File: src/rtl/alarm_clock_pkg.sv
// Shared encodings and default timing for the clock's time-setting input path.
// Field and state codes are common to the setting controller and the timekeeping core.
package alarm_clock_pkg;

  localparam logic [1:0] FIELD_HOURS = 2'd0;
  localparam logic [1:0] FIELD_MIN   = 2'd1;
  localparam logic [1:0] FIELD_SEC   = 2'd2;

  typedef enum logic {
    ST_IDLE = 1'b0,
    ST_SET  = 1'b1
  } state_t;

  // Default timing at 50 MHz: 20 ms debounce, 0.5 s repeat delay, 0.1 s repeat, 2 Hz blink
  localparam int DEF_DEBOUNCE_CYCLES = 1_000_000;
  localparam int DEF_REPEAT_DELAY    = 25_000_000;
  localparam int DEF_REPEAT_RATE     = 5_000_000;
  localparam int DEF_BLINK_HALF      = 12_500_000;
  localparam int DEF_CNT_W           = 25;

  function automatic logic [1:0] next_field(input logic [1:0] f);
    case (f)
      FIELD_HOURS: next_field = FIELD_MIN;
      FIELD_MIN:   next_field = FIELD_SEC;
      default:     next_field = FIELD_HOURS;
    endcase
  endfunction

endpackage

File: src/rtl/time_set_input_ctrl_if.sv
// Board-side raw inputs and the clean setting commands handed to the timekeeping core.
interface time_set_input_ctrl_if;
  logic       set_clock;
  logic       push2;
  logic       push3;
  logic       setting;
  logic [1:0] field_sel;
  logic       inc_pulse;
  logic       blink;

  modport master (
    output set_clock, push2, push3,
    input  setting, field_sel, inc_pulse, blink
  );

  modport slave (
    input  set_clock, push2, push3,
    output setting, field_sel, inc_pulse, blink
  );
endinterface

File: src/rtl/key_debounce.sv
// Debounces one synchronised active-low key and strobes press on a stable 1->0 edge.
// The stable level starts released, so a key held through reset must be re-qualified.
module key_debounce #(
  parameter int DEBOUNCE_CYCLES = 1_000_000,
  parameter int CNT_W           = 25
) (
  input  logic clk50,
  input  logic rst_n,
  input  logic key_sync,
  output logic key_stable,
  output logic press
);

  logic [CNT_W-1:0] cnt_q;

  always_ff @(posedge clk50 or negedge rst_n) begin
    if (!rst_n) begin
      cnt_q      <= '0;
      key_stable <= 1'b1;
      press      <= 1'b0;
    end else begin
      press <= 1'b0;
      if (key_sync == key_stable) begin
        cnt_q <= '0;
      end else if (cnt_q == CNT_W'(DEBOUNCE_CYCLES - 1)) begin
        key_stable <= key_sync;
        cnt_q      <= '0;
        press      <= key_stable & ~key_sync;
      end else begin
        cnt_q <= cnt_q + CNT_W'(1);
      end
    end
  end

endmodule

File: src/rtl/time_set_input_ctrl.sv
// Turns the set_clock switch and push2/push3 keys into field select, increment
// pulses with hold-to-repeat, and a blink enable for the field being set.
module time_set_input_ctrl
  import alarm_clock_pkg::*;
#(
  parameter int DEBOUNCE_CYCLES = DEF_DEBOUNCE_CYCLES,
  parameter int REPEAT_DELAY    = DEF_REPEAT_DELAY,   // must be >= 2
  parameter int REPEAT_RATE     = DEF_REPEAT_RATE,    // must be >= 2
  parameter int BLINK_HALF      = DEF_BLINK_HALF,
  parameter int CNT_W           = DEF_CNT_W
) (
  input  logic                       clk50,
  input  logic                       rst_n,
  time_set_input_ctrl_if.slave       bus
);

  // {set_clock, push2, push3}; keys reset to released so nothing counts out of reset
  logic [2:0] sync1_q, sync2_q;

  always_ff @(posedge clk50 or negedge rst_n) begin
    if (!rst_n) begin
      sync1_q <= 3'b011;
      sync2_q <= 3'b011;
    end else begin
      sync1_q <= {bus.set_clock, bus.push2, bus.push3};
      sync2_q <= sync1_q;
    end
  end

  logic set_sync;
  logic p2_press, p2_stable_unused;
  logic p3_press, p3_stable;

  assign set_sync = sync2_q[2];

  key_debounce #(.DEBOUNCE_CYCLES(DEBOUNCE_CYCLES), .CNT_W(CNT_W)) u_db_push2 (
    .clk50      (clk50),
    .rst_n      (rst_n),
    .key_sync   (sync2_q[1]),
    .key_stable (p2_stable_unused),
    .press      (p2_press)
  );

  key_debounce #(.DEBOUNCE_CYCLES(DEBOUNCE_CYCLES), .CNT_W(CNT_W)) u_db_push3 (
    .clk50      (clk50),
    .rst_n      (rst_n),
    .key_sync   (sync2_q[0]),
    .key_stable (p3_stable),
    .press      (p3_press)
  );

  state_t           state_q, state_d;
  logic [1:0]       field_q, field_d;
  logic             inc_q, inc_d;
  logic             blink_q, blink_d;
  logic [CNT_W-1:0] bcnt_q, bcnt_d;
  logic             armed_q, armed_d;
  logic             rfirst_q, rfirst_d;
  logic [CNT_W-1:0] rcnt_q, rcnt_d;
  logic [CNT_W-1:0] rpt_lim;

  // First repeat waits the long delay, the rest run at the repeat rate
  assign rpt_lim = rfirst_q ? CNT_W'(REPEAT_DELAY - 1) : CNT_W'(REPEAT_RATE - 1);

  always_ff @(posedge clk50 or negedge rst_n) begin
    if (!rst_n) begin
      state_q  <= ST_IDLE;
      field_q  <= FIELD_HOURS;
      inc_q    <= 1'b0;
      blink_q  <= 1'b1;
      bcnt_q   <= '0;
      armed_q  <= 1'b0;
      rfirst_q <= 1'b0;
      rcnt_q   <= '0;
    end else begin
      state_q  <= state_d;
      field_q  <= field_d;
      inc_q    <= inc_d;
      blink_q  <= blink_d;
      bcnt_q   <= bcnt_d;
      armed_q  <= armed_d;
      rfirst_q <= rfirst_d;
      rcnt_q   <= rcnt_d;
    end
  end

  always_comb begin
    state_d  = state_q;
    field_d  = field_q;
    inc_d    = 1'b0;
    blink_d  = blink_q;
    bcnt_d   = bcnt_q;
    armed_d  = armed_q;
    rfirst_d = rfirst_q;
    rcnt_d   = rcnt_q;
    if (state_q == ST_IDLE || !set_sync) begin
      // Outside SET (or leaving it) everything sits at its entry values
      field_d = FIELD_HOURS;
      blink_d = 1'b1;
      bcnt_d  = '0;
      armed_d = 1'b0;
      rcnt_d  = '0;
      state_d = set_sync ? ST_SET : ST_IDLE;
    end else begin
      if (bcnt_q == CNT_W'(BLINK_HALF - 1)) begin
        blink_d = ~blink_q;
        bcnt_d  = '0;
      end else begin
        bcnt_d = bcnt_q + CNT_W'(1);
      end
      if (p2_press || p3_press) begin
        blink_d = 1'b1;
        bcnt_d  = '0;
      end
      // Field advance wins over a same-cycle increment press
      if (p2_press) begin
        field_d = next_field(field_q);
        armed_d = 1'b0;
      end else if (p3_press) begin
        inc_d    = 1'b1;
        armed_d  = 1'b1;
        rfirst_d = 1'b1;
        rcnt_d   = '0;
      end else if (armed_q) begin
        if (p3_stable) begin
          armed_d = 1'b0;
        end else if (rcnt_q == rpt_lim) begin
          inc_d    = 1'b1;
          rfirst_d = 1'b0;
          rcnt_d   = '0;
        end else begin
          rcnt_d = rcnt_q + CNT_W'(1);
        end
      end
    end
  end

  assign bus.setting   = (state_q == ST_SET);
  assign bus.field_sel = field_q;
  assign bus.inc_pulse = inc_q;
  assign bus.blink     = blink_q;

endmodule

File: src/flat_wrapper.sv
// flat-port wrapper written by rule: the top's interface ports become plain ports
module time_set_input_ctrl_flat import alarm_clock_pkg::*;
#(
  parameter int DEBOUNCE_CYCLES = DEF_DEBOUNCE_CYCLES,
  parameter int REPEAT_DELAY    = DEF_REPEAT_DELAY,                  
  parameter int REPEAT_RATE     = DEF_REPEAT_RATE,                   
  parameter int BLINK_HALF      = DEF_BLINK_HALF,
  parameter int CNT_W           = DEF_CNT_W
)
  (clk50, rst_n, bus_set_clock, bus_push2, bus_push3, bus_setting, bus_field_sel, bus_inc_pulse, bus_blink);
  time_set_input_ctrl_if bus_i ();
  input  logic clk50;
  input  logic rst_n;
  input wire logic [$bits(bus_i.set_clock)-1:0] bus_set_clock;
  input wire logic [$bits(bus_i.push2)-1:0] bus_push2;
  input wire logic [$bits(bus_i.push3)-1:0] bus_push3;
  output wire logic [$bits(bus_i.setting)-1:0] bus_setting;
  output wire logic [$bits(bus_i.field_sel)-1:0] bus_field_sel;
  output wire logic [$bits(bus_i.inc_pulse)-1:0] bus_inc_pulse;
  output wire logic [$bits(bus_i.blink)-1:0] bus_blink;
  assign bus_i.set_clock = bus_set_clock;
  assign bus_i.push2 = bus_push2;
  assign bus_i.push3 = bus_push3;
  assign bus_setting = bus_i.setting;
  assign bus_field_sel = bus_i.field_sel;
  assign bus_inc_pulse = bus_i.inc_pulse;
  assign bus_blink = bus_i.blink;
  time_set_input_ctrl #(.DEBOUNCE_CYCLES(DEBOUNCE_CYCLES), .REPEAT_DELAY(REPEAT_DELAY), .REPEAT_RATE(REPEAT_RATE), .BLINK_HALF(BLINK_HALF), .CNT_W(CNT_W)) u_core (.clk50(clk50), .rst_n(rst_n), .bus(bus_i));
endmodule
File: config.mk
export PLATFORM = sky130hd
export DESIGN_NAME = time_set_input_ctrl_flat
export DESIGN_NICKNAME = d
export VERILOG_FILES = /design/src/rtl/alarm_clock_pkg.sv /design/src/rtl/time_set_input_ctrl_if.sv /design/src/rtl/key_debounce.sv /design/src/rtl/time_set_input_ctrl.sv /design/src/flat_wrapper.sv
export SDC_FILE = /design/constraint.sdc
export NUM_CORES = 1
export LEC_CHECK = 0
export CORE_ASPECT_RATIO = 0.6
export CORE_UTILIZATION = 51
export DETAILED_ROUTE_END_ITERATION = 10
export PLACE_DENSITY = 0.71
export SKIP_LAST_GASP = 1
export SLEW_MARGIN = 30
export SYNTH_ARGS = -nofsm -noshare
export SYNTH_HDL_FRONTEND = slang
export SYNTH_SLANG_ARGS = --single-unit
File: constraint.sdc
create_clock -name clk50 -period 5.9 [get_ports clk50]
set_input_delay 1.18 -clock clk50 [delete_from_list [all_inputs] [get_ports clk50]]
set_output_delay 1.18 -clock clk50 [all_outputs]
set_load 0.01 [all_outputs]
==> flow_summary.rst <==
.. list-table::
   :header-rows: 1

   * - Metric
     - Value
   * - Result of the run
     - complete, no violations
   * - Dpl cell area
     - 5910 µm²
   * - Core Util, Final
     - 60.9%
   * - Critical Path Max Stage Delay
     - 0.56 ns
   * - CTS buffer count
     - 17
   * - Worst supply voltage drop on vdd
     - 0.208 mV
   * - Number of cells produced by synthesis
     - 584
   * - Via total after detailed routing
     - 4358
   * - Clock share of power
     - 55.5%
   * - Synthesized netlist net count
     - 595
   * - X dimension of the die
     - 139 µm
   * - Min Tclk post-route
     - 2.69 ns
   * - HPWL after detailed placement
     - 7740 µm
   * - Setup slack, reg-to-reg
     - 3.42 ns
   * - Count of cells resized by post-cts repair
     - 0
   * - Share of the yosys chip area belonging to registers
     - 51.4%
   * - Via count of the first global-routing pass
     - 4267
   * - Sequential share of power
     - 42.2%
   * - Total setup violations reported at the end of the flow
     - 0
   * - # DRC
     - 0
   * - Top post-synthesis cells by area
     - sky130_fd_sc_hd__dfrtp_1, sky130_fd_sc_hd__xor2_1, sky130_fd_sc_hd__nor2_1
   * - Maximum number of pins on one net before global-route repair
     - 75
   * - Area growth from synthesis to final layout
     - 14.4%
   * - Starting Density
     - 53.2%
   * - Via density
     - 5.83
   * - Comb power frac
     - 2.3%
   * - Async set or reset register ratio after synthesis
     - 100%
   * - Remaining max-slew budget at the tightest pin
     - 43.3%
   * - Nature of the critical path endpoint
     - output pin
   * - Setup TNS
     - 0 ns
   * - Clock root buffer
     - sky130_fd_sc_hd__clkbuf_16
   * - Post-CTS Setup Bufs
     - 0
   * - Kind of cell with the highest combined delay on the critical path
     - flip-flops
   * - Required time of the worst setup path
     - 4.72 ns
   * - Fraction of layout instances using a drive strength above 1
     - 10.0%
   * - Flip-flop cell with the highest count after synthesis
     - sky130_fd_sc_hd__dfrtp_1
   * - Final count of pins violating max slew
     - 0
   * - Maximum achievable frequency
     - 372 MHz
   * - Kind of launch point of the worst setup path
     - flip-flop
   * - Number of max-cap violations
     - 0
   * - Drt total wl
     - 11900 µm
   * - Antenna Violating Nets Remaining
     - 0
   * - Chain of cells forming the critical path
     - clkdlybuf4s50_1
   * - Clk slew on worst S/H paths
     - 0.06 ns
   * - Worst-skew pair later-pin latency
     - 0.42 ns
   * - Number of buffers and inverters on the critical path
     - 1
   * - Net count, final
     - 606
   * - Number of ports placed on the die boundary
     - 10
   * - Total placed cells including tap cells
     - 715
   * - Die Outline Area
     - 11700 µm²
   * - Total power per unit cell area
     - 296 nW/µm²
   * - Top fanout value on the critical path
     - 2
   * - Worst clock skew
     - 0.00854 ns
   * - All-layer global routing usage
     - 22.4%
   * - Count of hold-fix buffers inserted at cts
     - 0
   * - Netlist Area Pre-Place
     - 5720 µm²
   * - Period utilisation layout
     - 45.6%
   * - Internal
     - 1.50 mW
   * - Flip-flop and latch count after synthesis
     - 117
   * - Number of rows created at floorplan
     - 29
   * - Synth Area per Inst
     - 9.79 µm²
   * - YS warnings
     - 0
   * - Clock Sink Count
     - 117
   * - Transition at the pin with the smallest max-transition slack
     - 0.844 ns
   * - Switching Power
     - 0.435 mW
   * - Initial antenna violation count
     - 0
   * - Library cell occupying the most area in the post-synthesis netlist
     - sky130_fd_sc_hd__dfrtp_1
   * - Routability-driven placement congestion ratio
     - 0.910
   * - Number of design-rule violations left by the first detailed-router iteration
     - 292
   * - Number of flops mapped to enable cells by yosys
     - 0
   * - GR Overflow Total
     - 0
   * - Worst hold path type
     - reg2reg
   * - Post-Layout Cell Count
     - 747
   * - Crit path arrival time
     - 1.51 ns
   * - Worst hold slack after final layout
     - 0.359 ns
   * - Number of distinct library cell variants in the gate-level netlist after synthesis
     - 51
   * - Antenna diode count
     - 0
   * - Worst setup path category
     - reg2out
   * - Leakage Power
     - 2.71 nW
   * - Buffers on Ports
     - 9
   * - H-tree level count
     - 4
   * - Global-route wire length before repair
     - 20700 µm
   * - Post-route cell area
     - 6540 µm²
   * - Final number of hold-violating endpoints
     - 0
   * - Detailed Routing Iterations Pass 1
     - 5
   * - Slowest-stage cell, CP
     - sky130_fd_sc_hd__dfstp_2
   * - Setup repair after global routing missed its margin
     - no
   * - Die Y-Extent
     - 84.0 µm
   * - Core ar.
     - 10700 µm²
   * - Max Root-Sink Buffers
     - 2
   * - Share of Yosys cell area claimed by the top area cell type
     - 48.2%
   * - TritonCTS clock tree
     - built
   * - Routed wire per std cell
     - 15.9 µm
   * - Switching part of the total power
     - 22.5%
## cells in the mapped netlist (all sizes together), types with 4 or more instances
library cell and n:
dfstp 7, nor4 17, o211ai 5, xor2 55, or4 4, inv 14, o21ai 7, nand2 40
or2 5, and2 6, ha 6, clkbuf 16, nand4 35, xnor2 23, and4 11, nor3 8
dfrtp 110, o311ai 4, and3 16, nand3 44, o2111ai 5, nor2 103, a21oi 7
## cell families (layout without fill, tap and decap cells)
kind of cell,count (synthesis),count (layout),synth area share [%]
buffers and inverters,35,59,2.67
AO/OA/AOI/OAI,38,38,4.57
XOR/XNOR,78,78,12.0
AND/OR/NAND/NOR,306,306,27.4
flip-flops,117,117,51.4
adder cells (fa/ha/maj),6,6,1.31
multiplexers,4,4,0.744
## worst paths after layout
path | startpoint | end | cells past startpoint
max in group asynchronous | rst_n | u_core.sync1_q[1]$_DFF_PN1_ | 2
worst min register to register | u_core.sync1_q[0]$_DFF_PN1_ | u_core.sync2_q[0]$_DFF_PN1_ | 0
worst min-delay path | u_core.sync1_q[0]$_DFF_PN1_ | u_core.sync2_q[0]$_DFF_PN1_ | 0
worst max-delay path | u_core.bus.blink$_DFFE_PN1P_ | bus_blink | 1
min in group asynchronous | rst_n | u_core.bcnt_q[20]$_DFF_PN0_ | 1
worst max register to register | u_core.rcnt_q[20]$_DFFE_PN0P_ | u_core.rcnt_q[8]$_DFFE_PN0P_ | 5
## layer usage
| metal | track usage [%] | wire length, µm | vias up |
|---|---|---|---|
| met3 | 6.94 | 584 | 21 |
| met1 | 30.8 | 5820 | 2155 |
| li1 | - | - | 2082 |
| met4 | 7.88 | 219 | 0 |
| met2 | 33.4 | 5280 | 100 |
| met5 | 0 | 0 | - |
## metrics by stage
| stage | setup slack, ns | power (mW) |
|---|---|---|
| 2_1_floorplan | 3.78 | 0.851 |
| 3_3_place_gp | 3.33 | 0.873 |
| 3_5_place_dp | 3.37 | 0.875 |
| 4_1_cts | 3.21 | 1.95 |
| 5_1_grt | 3.18 | 1.99 |
| 6_report | 3.21 | 1.93 |
## cell type report
type,instances,area (µm²)
Timing Repair Buffer,12,114
Inverter,15,56.3
Sequential cell,117,2940
Fill cell,844,4200
Clock inverter,14,175
Multi-Input combinational cell,432,2650
Clock buffer,18,439
Tap cell,139,174
## cell usage in the layout (no fill, tap or decap), types with 4 or more instances in the layout
master / instances
sky130_fd_sc_hd__o311ai_0: 4
sky130_fd_sc_hd__dfrtp_1: 110
sky130_fd_sc_hd__xor2_1: 55
sky130_fd_sc_hd__nor4_1: 15
sky130_fd_sc_hd__inv_1: 14
sky130_fd_sc_hd__and4_1: 10
sky130_fd_sc_hd__and3_1: 15
sky130_fd_sc_hd__and2_1: 6
sky130_fd_sc_hd__clkdlybuf4s50_1: 8
sky130_fd_sc_hd__ha_1: 6
sky130_fd_sc_hd__nand4_1: 34
sky130_fd_sc_hd__nor2_1: 102
sky130_fd_sc_hd__nor3_1: 7
sky130_fd_sc_hd__clkbuf_16: 17
sky130_fd_sc_hd__a21oi_1: 7
sky130_fd_sc_hd__o2111ai_1: 5
sky130_fd_sc_hd__o211ai_1: 5
sky130_fd_sc_hd__xnor2_1: 23
sky130_fd_sc_hd__dfstp_2: 7
sky130_fd_sc_hd__o21ai_0: 7
sky130_fd_sc_hd__nand3_1: 44
sky130_fd_sc_hd__nand2_1: 40
sky130_fd_sc_hd__or2_2: 5
## power groups by stage
stage / clock network (mW) / logic [mW] / registers [mW]
after floorplan: 0 / 0.0223 / 0.829
after CTS: 1.08 / 0.0457 / 0.816
final: 1.07 / 0.0445 / 0.816
after global placement: 0 / 0.0441 / 0.829
after global routing: 1.13 / 0.0515 / 0.817
after detailed placement: 0 / 0.0454 / 0.830
## worst reg2reg max path, cell delays in order (launching register included)
cell	delay [ns]
sky130_fd_sc_hd__dfrtp_1	0.45
sky130_fd_sc_hd__nor4_1	0.33
sky130_fd_sc_hd__and4_2	0.27
sky130_fd_sc_hd__o2111ai_1	0.37
sky130_fd_sc_hd__a21oi_1	0.78
sky130_fd_sc_hd__nor2_1	0.12
## state kept, by name, indices dropped and copies added (netlist names), 2 cells and up
signal,flops
u_core.u_db_push3.cnt_q,25
u_core.sync2_q,3
u_core.bcnt_q,25
u_core.u_db_push2.cnt_q,25
u_core.rcnt_q,25
u_core.bus.field_sel,2
u_core.sync1_q,3
(Power assumes the default switching activity.)
